### src/rtl/uart_decode.sv
// uart_decode: UART frame receiver that assembles bytes into PACKET_SIZE-bit packets.
// Frame on the line (LSB first): start=1, data[0..7], parity=^data, stop=1; the idle level is 0.
// Compile-time option: define UART_DECODE_PARITY_EN to enable parity checking.
// Without it, the parity bit is skipped and parity_err stays at 0.
//
// state  | meaning
// ARM    | wait for the line to read 0 before a start edge is trusted
// IDLE   | line is known low; a 0->1 edge begins a frame
// START  | half a bit in, confirm the start bit (a low sample means a glitch)
// DATA   | sample 8 data bits, one per bit time, LSB first
// PARITY | sample the parity bit
// STOP   | sample the stop bit, then accept or discard the byte
module uart_decode #(
  parameter int PACKET_SIZE  = 32,
  parameter int CLKS_PER_BIT = 16
) (
  input  logic                   clk,
  input  logic                   rst_n,
  input  logic                   rx,
  output logic [PACKET_SIZE-1:0] sys_packet,
  output logic                   packet_valid,
  input  logic                   packet_ready,
  output logic                   parity_err,
  output logic                   framing_err,
  output logic                   overrun
);

  localparam int NUM_BYTES = PACKET_SIZE / 8;
  localparam int CNT_W     = $clog2(NUM_BYTES + 1);
  localparam int TMR_W     = $clog2(CLKS_PER_BIT);

  localparam logic [TMR_W-1:0] TMR_FULL  = TMR_W'(CLKS_PER_BIT - 1);
  localparam logic [TMR_W-1:0] TMR_HALF  = TMR_W'(CLKS_PER_BIT / 2 - 1);
  localparam logic [TMR_W-1:0] TMR_ZERO  = '0;
  localparam logic [TMR_W-1:0] TMR_ONE   = TMR_W'(1);
  localparam logic [CNT_W-1:0] LAST_BYTE = CNT_W'(NUM_BYTES - 1);
  localparam logic [CNT_W-1:0] CNT_ONE   = CNT_W'(1);

  typedef enum logic [2:0] {
    ARM    = 3'd0,
    IDLE   = 3'd1,
    START  = 3'd2,
    DATA   = 3'd3,
    PARITY = 3'd4,
    STOP   = 3'd5
  } state_t;

  state_t                 state;
  logic                   rx_meta;
  logic                   rx_sync;
  logic                   rx_prev;
  logic [TMR_W-1:0]       timer;
  logic [2:0]             bit_cnt;
  logic [7:0]             shift;
  logic                   byte_ok;
  logic                   byte_bad;
  logic [CNT_W-1:0]       byte_cnt;
  logic [PACKET_SIZE-1:0] assembly;
  logic [PACKET_SIZE-1:0] asm_next;
  logic                   pkt_done;

`ifdef UART_DECODE_PARITY_EN
  logic                   par_bit;
`else
  assign parity_err = 1'b0;
`endif

  // Two-flop synchronizer for the asynchronous line, plus one delayed copy for edge detection.
  always_ff @(posedge clk or negedge rst_n) begin
    if (!rst_n) begin
      rx_meta <= 1'b0;
      rx_sync <= 1'b0;
      rx_prev <= 1'b0;
    end else begin
      rx_meta <= rx;
      rx_sync <= rx_meta;
      rx_prev <= rx_sync;
    end
  end

  // Frame FSM: down-counting bit timer, data shift register and per-byte verdict pulses.
  always_ff @(posedge clk or negedge rst_n) begin
    if (!rst_n) begin
      state       <= ARM;
      timer       <= '0;
      bit_cnt     <= '0;
      shift       <= '0;
      byte_ok     <= 1'b0;
      byte_bad    <= 1'b0;
      framing_err <= 1'b0;
`ifdef UART_DECODE_PARITY_EN
      par_bit     <= 1'b0;
      parity_err  <= 1'b0;
`endif
    end else begin
      byte_ok     <= 1'b0;
      byte_bad    <= 1'b0;
      framing_err <= 1'b0;
`ifdef UART_DECODE_PARITY_EN
      parity_err  <= 1'b0;
`endif
      case (state)
        ARM: begin
          if (!rx_sync) state <= IDLE;
        end
        IDLE: begin
          if (rx_sync && !rx_prev) begin
            state   <= START;
            timer   <= TMR_HALF;
            bit_cnt <= '0;
          end
        end
        START: begin
          if (timer != TMR_ZERO) begin
            timer <= timer - TMR_ONE;
          end else if (rx_sync) begin
            state <= DATA;
            timer <= TMR_FULL;
          end else begin
            // Start bit did not hold for half a bit: a glitch, not a frame.
            state <= IDLE;
          end
        end
        DATA: begin
          if (timer != TMR_ZERO) begin
            timer <= timer - TMR_ONE;
          end else begin
            shift <= {rx_sync, shift[7:1]};
            timer <= TMR_FULL;
            if (bit_cnt == 3'd7) begin
              state   <= PARITY;
              bit_cnt <= '0;
            end else begin
              bit_cnt <= bit_cnt + 3'd1;
            end
          end
        end
        PARITY: begin
          if (timer != TMR_ZERO) begin
            timer <= timer - TMR_ONE;
          end else begin
`ifdef UART_DECODE_PARITY_EN
            par_bit <= rx_sync;
`endif
            timer <= TMR_FULL;
            state <= STOP;
          end
        end
        STOP: begin
          if (timer != TMR_ZERO) begin
            timer <= timer - TMR_ONE;
          end else begin
            state <= ARM;
            if (!rx_sync) begin
              framing_err <= 1'b1;
              byte_bad    <= 1'b1;
            end
`ifdef UART_DECODE_PARITY_EN
            else if (par_bit != (^shift)) begin
              parity_err <= 1'b1;
              byte_bad   <= 1'b1;
            end
`endif
            else begin
              byte_ok <= 1'b1;
            end
          end
        end
        default: state <= ARM;
      endcase
    end
  end

  // Bytes arrive first-to-last, so shifting left and inserting at the bottom
  // leaves byte 0 in the top byte lane once the packet is complete.
  generate
    if (NUM_BYTES == 1) begin : g_single
      assign asm_next = shift;
    end else begin : g_multi
      assign asm_next = {assembly[PACKET_SIZE-9:0], shift};
    end
  endgenerate

  // Packet assembly: collect accepted bytes, drop the partial packet on a bad byte.
  always_ff @(posedge clk or negedge rst_n) begin
    if (!rst_n) begin
      byte_cnt <= '0;
      assembly <= '0;
      pkt_done <= 1'b0;
    end else begin
      pkt_done <= 1'b0;
      if (byte_bad) begin
        byte_cnt <= '0;
      end else if (byte_ok) begin
        assembly <= asm_next;
        if (byte_cnt == LAST_BYTE) begin
          byte_cnt <= '0;
          pkt_done <= 1'b1;
        end else begin
          byte_cnt <= byte_cnt + CNT_ONE;
        end
      end
    end
  end

  // Output handshake: hold the packet until consumed; a completion that finds it unconsumed is lost.
  always_ff @(posedge clk or negedge rst_n) begin
    if (!rst_n) begin
      sys_packet   <= '0;
      packet_valid <= 1'b0;
      overrun      <= 1'b0;
    end else begin
      overrun <= 1'b0;
      if (pkt_done) begin
        if (!packet_valid || packet_ready) begin
          sys_packet   <= assembly;
          packet_valid <= 1'b1;
        end else begin
          overrun <= 1'b1;
        end
      end else if (packet_valid && packet_ready) begin
        packet_valid <= 1'b0;
      end
    end
  end

endmodule

### config.mk
export PLATFORM = sky130hd
export DESIGN_NAME = uart_decode
export DESIGN_NICKNAME = d
export VERILOG_FILES = /design/src/rtl/uart_decode.sv
export SDC_FILE = /design/constraint.sdc
export NUM_CORES = 1
export LEC_CHECK = 0
export CORE_MARGIN = 2
export CORE_UTILIZATION = 60
export DETAILED_ROUTE_END_ITERATION = 12
export MAX_ROUTING_LAYER = met4
export PLACE_DENSITY = 0.84
export SETUP_SLACK_MARGIN = 0.5
export SYNTH_ARGS = -nofsm -noshare
export SYNTH_HDL_FRONTEND = slang
export SYNTH_SLANG_ARGS = --single-unit
### constraint.sdc
create_clock -name clk -period 3.1 [get_ports clk]
set_input_delay 0.93 -clock clk [delete_from_list [all_inputs] [get_ports clk]]
set_output_delay 0.93 -clock clk [all_outputs]
set_load 0.02 [all_outputs]
# [Yosys cells after proc, flatten, opt, wreduce, memory -nomap -nowiden]
# Index checks and enable logic that the tools add are counted.
[word_totals] ff_bits=93 elab_cells=92
[op_classes] n_addsub=3 eq_ne=17 n_mux=36 n_bitwise=2 reduce_logical=19
[op_table] op="$mux 3" count=13
[op_table] op="$mux 4" count=5
[op_table] op="$pmux 3 s6" count=1
[op_table] op="$ne 2x2->1 const B" count=8
[op_table] op="$pmux 4 s4" count=1
[op_table] op="$mux 1" count=14
[op_table] op="$eq 3x2->1 const B" count=3
[op_table] op="$eq 3x3->1 const B" count=3
[op_table] op="$reduce_and 2->1" count=4
[op_table] op="$reduce_bool 4->1" count=2
[op_table] op="$reduce_and 7->1" count=1
[op_table] op="$add 3x1->3 const B" count=2
[op_table] op="$pmux 3 s2" count=1
[op_table] op="$reduce_bool 2->1" count=3
[op_table] op="$reduce_and 4->1" count=1
[op_table] op="$sub 4x1->4 const B" count=1
[op_table] op="$eq 3x1->1 const B" count=1
[op_table] op="$logic_not 3->1" count=1
[op_table] op="$ne 3x3->1 const B" count=1
[op_table] op="$reduce_and 3->1" count=1
[op_table] op="$logic_and 1x1->1" count=2
[op_table] op="$logic_not 1->1" count=2
[op_table] op="$mux 2" count=1
[op_table] op="$ne 2x1->1 const B" count=1
[op_table] op="3 further kinds" count=4

# [Depth between registers and ports, before layout]
# Gate-level depths: netlist of the first run.
[logic_depth] ltp_word=4 mapped_depth=7 depth_no_buf=6

# [Worst setup path before layout of the first run]
# Ideal clock, no wire load.
[synth_timing] kind="input port to flip-flop" start="in packet_ready" end="reg sys_packet[10]" setup_ps=125 arrival_ps=1935 t_required_ps=2975 path_slack_ps=1041 cell_stages=4 n_path_buf=1 cell_sequence="nand2b_1 > nand2_1 > buf_1 > mux2_2"
[synth_via] elab_chain_cells=2
[synth_lines] item="start, declared" line_no="22" rtl="input logic packet_ready,"
[synth_lines] item="$logic_or 1x1->1" line_no="215" rtl="if (!packet_valid || packet_ready) begin"
[synth_lines] item="$reduce_and 2->1 (no line)"
[synth_lines] item="end signal, assigned" line_no="216" rtl="sys_packet <= assembly;"
[synth_lines] item="end, declared" line_no="20" rtl="output logic [PACKET_SIZE-1:0] sys_packet,"
# Every way passes these cells.
# A chain may end at the register's enable or synchronous reset.

==> results of run 1 <==
cell families (layout without fill, tap and decap cells):
kind of cell	count (synthesis)	count (layout)	synth area share, %
buffers and inverters	20	65	2.56
multiplexers	73	73	21.9
flip-flops	93	93	61.9
other	1	1	0.0997
XOR/XNOR	1	1	0.233
adder cells (fa/ha/maj)	5	5	1.66
AND/OR/NAND/NOR	41	41	6.36
AO/OA/AOI/OAI	28	28	5.32
path summary, 6_finish.rpt:
| path | from | endpoint | slack (ns) | depth (start not counted) |
|---|---|---|---|---|
| min in group asynchronous | rst_n | sys_packet[19]$_DFFE_PN0P_ | 0.54 | 1 |
| worst min register to register | rx_meta$_DFF_PN0_ | rx_sync$_DFF_PN0_ | 0.37 | 0 |
| worst max-delay path | byte_bad$_DFF_PN0_ | framing_err | 0.76 | 1 |
| max in group asynchronous | rst_n | byte_cnt[0]$_DFFE_PN0P_ | 1.90 | 2 |
| worst max register to register | timer[0]$_DFFE_PN0P_ | shift[6]$_DFFE_PN0P_ | 1.08 | 6 |
| worst min-delay path | rx_meta$_DFF_PN0_ | rx_sync$_DFF_PN0_ | 0.37 | 0 |
sequential cells by signal, indices dropped and copies added (netlist names), 3 cells and up:
register	count
shift	8
assembly	32
byte_cnt	3
timer	4
sys_packet	32
bit_cnt	3
state	3
cell usage in the layout, fill, tap and decap left out, drive strengths merged, types with 3 or more instances in the layout:
cell type,instances
a21oi,5
nand2,7
mux2,73
nor2,12
buf,4
nor2b,3
clkbuf,12
inv,8
clkdlybuf4s50,37
ha,5
o2bb2ai,3
nand2b,3
a22oi,6
nor3,3
o21ai,4
dfrtp,93
routing by layer:
metal | part of all wire [%] | vias up
li1 | - | 1008
met1 | 46 | 1086
met2 | 49 | 37
met3 | 3.3 | 10
met4 | 1.3 | 0
met5 | 0 | -
power breakdown:
group | switching (mW) | internal, mW
Clock | 0.389 | 0.496
Combinational | 0.201 | 0.180
Sequential | 0.101 | 1.27
Total | 0.691 | 1.95
cell type report:
cell class	count	area [µm²]	share of cell area, %
clock inverters	4	70.1	1.58
multi-input cells	149	1340	30.2
repair buffers	41	413	9.32
clock buffers	12	155	3.50
well taps	75	93.8	2.12
flip-flops and latches	93	2330	52.6
inverters	8	30.0	0.678
stage by stage:
stage	cell area (µm²)	std cells	utilization (%)	hold slack (ns)
floorplan	3760	262	-	0.331
global placement	4200	366	70.2	0.334
detailed placement	4200	366	70.2	0.351
CTS	4430	382	73.9	0.371
global route	4430	382	73.9	0.384
finish	4430	382	73.9	0.374
==> metrics.yaml, run 1 <==
outcome:
  status: "complete, no violations"
grt:
  grt_first_pass_wirelength_um: 10400
  grt_usage_pct: 19.6
  grt_max_degree: 54
  use_met2_pct: 29.8
  grt_pass1_vias: 2185
  use_met1_pct: 25.9
  antenna_found_initial: 0
  grt_use_met3_pct: 4.87
  grt_overflow: 0
  busiest_layer: "met2"
clock_tree:
  cts_sinks: 93
  cts_tree: "done"
  cts_max_level: 3
  clk_latency_ns: 0.35
  cts_hold_buf: 0
  cts_buffer_depth: 2
  ctsResizeCount: 0
  cts_buffers: 9
  clockRootBuffer: "clkbuf_8"
  post_cts_buffers: 0
  clk_pin_slew_ns: 0.08
run:
  drv_cap: 0
floorplanning:
  rows: 28
  core_mm2: 0.00599
  initial_utilization_pct: 62.8
  die_area_mm2: 0.00692
  fp.dieH_um: 83.2
  io_pins: 40
  die_w_um: 83.2
layout:
  nFillCells: 367
  diodes: 0
  drive_above_1_share_pct: 32.6
  syn_to_final_growth_pct: 17.8
  nets: 311
route:
  drt_pass1_iterations: 4
  viasPerCell: 5.60
  wl_per_cell_um: 15.9
  vias: 2141
  drcViolationCount: 0
  dr.first_iter.drc_count: 121
  totalWireLength_um: 6060
  ant_nets: 0
synth:
  synthFlopType: "dfrtp_1"
  synth_area_mm2: 0.00376
  yosysTopAreaCell: "dfrtp_1"
  syn_nets: 271
  synth_async_sr_flop_share_pct: 100
  syn_area_per_cell_um2: 14.4
  yosys_warnings: 0
  yosysTopAreaCellShare_pct: 61.9
  synth.most_common_cell: "dfrtp_1"
  synth_area_leaders: "dfrtp_1 (62%), mux2_2 (22%), ha_1 (1.7%)"
  synth_edf_count: 0
  seq_area_frac_synth_pct: 61.9
  synth-seq-cells: 93
  synthDistinctLibCells: 42
  postSynthCellCount: 262
  synthTopCellsByCount: "dfrtp_1 (93), mux2_2 (73), nor2_1 (12), inv_1 (8)"
power:
  total_power_mw: 2.64
  ir_worst_vdd_mv: 0.541
  leakage_nw: 2.17
  power_per_cell_area_mw_per_mm2: 596
timing:
  timing_hold_violations_final: 0
  period_minus_slack_ns: 2.34
  tightest_slew_ns: 0.520
  slew_viol_final: 0
  finClkSkew_ns: 0.00776
  setup_slack_ns: 0.762
  final-setup-viol-count: 0
  max_clock_freq_mhz: 428
  rsz0062_at_grt: "no"
  slew_headroom_pct: 65.3
  tns_ns: 0
  fin_crit_sh_pct: 75.4
worst_setup_path:
  startpoint_type: "register"
  critPathMaxFanout: 5
  critPathBufInv: 1
  cp-end-kind: "primary output"
  cp_slowest_cell: "clkdlybuf4s50_1"
  worstPathRequired_ns: 2.17
  cp.arrival_ns: 1.41
  cp_cell_sequence: "clkdlybuf4s50_1"
  crit_type: "register to primary output"
  critPathMaxStageDelay_ns: 0.63
  cp_top_family: "buffers and inverters"
placed_design:
  routabilityCongestion: 0.855
  hpwl_um: 4050
  io_buffers: 38
  place_ws_ns: 0.621
hold_path:
  hold_path.class: "register to register"
(Power assumes the default switching activity.)
==> run 2, diff against run 1 <==
--- a/config.mk
+++ b/config.mk
@@ -6,10 +6,10 @@
 export NUM_CORES = 1
 export LEC_CHECK = 0
 export CORE_MARGIN = 2
-export CORE_UTILIZATION = 60
+export CORE_UTILIZATION = 56
 export DETAILED_ROUTE_END_ITERATION = 12
 export MAX_ROUTING_LAYER = met4
-export PLACE_DENSITY = 0.84
+export PLACE_DENSITY = 0.79
 export SETUP_SLACK_MARGIN = 0.5
 export SYNTH_ARGS = -nofsm -noshare
 export SYNTH_HDL_FRONTEND = slang
==> constraint.sdc (replaced) <==
create_clock -name clk -period 2.23 [get_ports clk]
set_input_delay 0.669 -clock clk [delete_from_list [all_inputs] [get_ports clk]]
set_output_delay 0.669 -clock clk [all_outputs]
set_load 0.02 [all_outputs]
==> run 2 against run 1 <==
  * Flip-flop and latch count unchanged
  * Clock skew up 0.0060 ns
  * Utilization down 4.5 points
  * Design area up 0.71%
  * Clock power increased by 28%
  * Power rose by 38%
  * Cell count grew 2.6%
  * Global-route usage fell by 0.52 points
  * Largest power group unchanged
  * Clock-buffer cell count down 2
==> metrics.yaml, run 2 (synthesized netlist as in run 1, its figures left out) <==
timing:
  slew_viol_final: 0
  max_clock_freq_mhz: 566
  holdWs_ns: 0.268
  period_minus_slack_ns: 1.77
  final-setup-viol-count: 0
  setup_slack_ns: 0.463
  timing_hold_violations_final: 0
  finClkSkew_ns: 0.0137
  tns_ns: 0
  fin_crit_sh_pct: 79.3
  rsz0062_at_grt: "yes"
power:
  leakage_nw: 2.27
  total_power_mw: 3.65
  netSwitchingFraction_pct: 27.9
  p_comb_share_pct: 16.5
  ir_worst_vdd_mv: 0.637
  power_frac_clock_pct: 30.9
  p_int_mw: 2.63
  seq_power_share_pct: 52.6
  power_per_cell_area_mw_per_mm2: 818
  p_sw_mw: 1.02
layout:
  nets: 319
  diodes: 0
  reg.largest.list: "assembly x32, sys_packet x32, shift x8"
  drive_above_1_share_pct: 43.2
  syn_to_final_growth_pct: 18.6
  instances_no_fill: 392
  nFillCells: 440
  layout_common_cells: "dfrtp_1 (92), mux2_2 (72), clkdlybuf4s15_1 (17), clkbuf_2 (17), nor2_1 (12)"
  finalCoreUtilization_pct: 69.4
  design_area_mm2: 0.00446
  mostFrequentLayoutCell: "dfrtp_1"
hold_path:
  hold_path.class: "input pin to async pin"
placed_design:
  routabilityCongestion: 0.856
  io_buffers: 38
  dpl.cell_count: 370
  hpwl_um: 4070
  place_ws_ns: 0.164
  post_dp_cell_area_mm2: 0.00423
route:
  viasPerCell: 5.60
  drcViolationCount: 0
  dr.first_iter.drc_count: 83
  totalWireLength_um: 6390
  wl_per_cell_um: 16.3
  ant_nets: 0
  vias: 2195
  drt_pass1_iterations: 4
grt:
  grt_usage_pct: 19.0
  grt_max_degree: 40
  grt_pass1_vias: 2244
  antenna_found_initial: 0
  grt_first_pass_wirelength_um: 10700
  grt_overflow: 0
worst_setup_path:
  worstPathRequired_ns: 2.46
  critPathMaxFanout: 8
  cp_cell_sequence: "inv_2 > ha_4 > or3b_4 > nor3_4 > nand2_4 > mux2_4"
  cp_top_family: "simple AND/OR/NAND/NOR gates"
  cp_slowest_cell: "or3b_4"
  crit_type: "register to register"
  cp.arrival_ns: 2.00
  rrSetupSlack_ns: 0.46
  critPathBufInv: 1
  critPathMaxStageDelay_ns: 0.41
  startpoint_type: "register"
  cp-end-kind: "register"
  path_depth: 6
  reg2regPathDepth: 6
clock_tree:
  cts_sinks: 93
  clk_pin_slew_ns: 0.09
  cts_buffer_depth: 2
  cts_buffers: 9
  clockRootBuffer: "clkbuf_8"
  cts_tree: "done"
  cts_max_level: 3
  clk_latency_ns: 0.35
floorplanning:
  die_area_mm2: 0.00739
  rows: 29
  initial_utilization_pct: 58.5
  core_mm2: 0.00642
  io_pins: 40
  die_w_um: 85.9
  fp.dieH_um: 85.9
outcome:
  status: "complete, no violations"
run:
  drv_cap: 0
[run 2: path summary, 6_finish.rpt]
kind / from / to
worst max-delay path: timer[0]$_DFFE_PN0P_ / shift[6]$_DFFE_PN0P_
worst max register to register: timer[0]$_DFFE_PN0P_ / shift[6]$_DFFE_PN0P_
worst min-delay path: rst_n / sys_packet[27]$_DFFE_PN0P_
worst min register to register: rx_meta$_DFF_PN0_ / rx_sync$_DFF_PN0_
min in group clk: rx_meta$_DFF_PN0_ / rx_sync$_DFF_PN0_
max in group asynchronous: rst_n / shift[4]$_DFFE_PN0P_
[run 2: repair_timing]
action	4_1_cts	5_1_grt
hold buffers	0	0
gates resized for setup	67	32
pin swaps	4	2
gates cloned	0	2
setup endpoints to repair	53	70
buffers inserted	4	0
[run 2: power by group through the flow]
stage | Combinational [mW] | Sequential, mW | Clock [mW]
after global placement | 0.512 | 1.94 | 0
after floorplan | 0.500 | 1.86 | 0
after CTS | 0.610 | 1.92 | 1.15
after detailed placement | 0.539 | 1.94 | 0
after global routing | 0.687 | 1.94 | 1.22
final | 0.602 | 1.92 | 1.13
[run 2: area by class of cell]
type / instances / area, µm² / area share (%)
clock buffer: 10 / 138 / 3.09
clock inverter: 6 / 68.8 / 1.54
inverter: 8 / 30.0 / 0.673
multi-input combinational: 149 / 1380 / 30.9
sequential: 93 / 2330 / 52.2
tap: 77 / 96.3 / 2.16
timing repair buffer: 49 / 420 / 9.43
[run 2: metal layers]
layer / track usage, % / wire length (µm) / vias up
li1: - / - / 1026
met1: 25.3 / 3000 / 1127
met2: 29.2 / 3090 / 32
met3: 3.75 / 194 / 10
met4: 7.36 / 101 / 0
met5: - / 0 / -
[run 2: worst reg2reg max path: stages (launching register included)]
cell     delay, ns
dfrtp_1       0.39
inv_2         0.08
ha_4          0.14
or3b_4        0.41
nor3_4        0.19
nand2_4       0.13
mux2_4        0.32
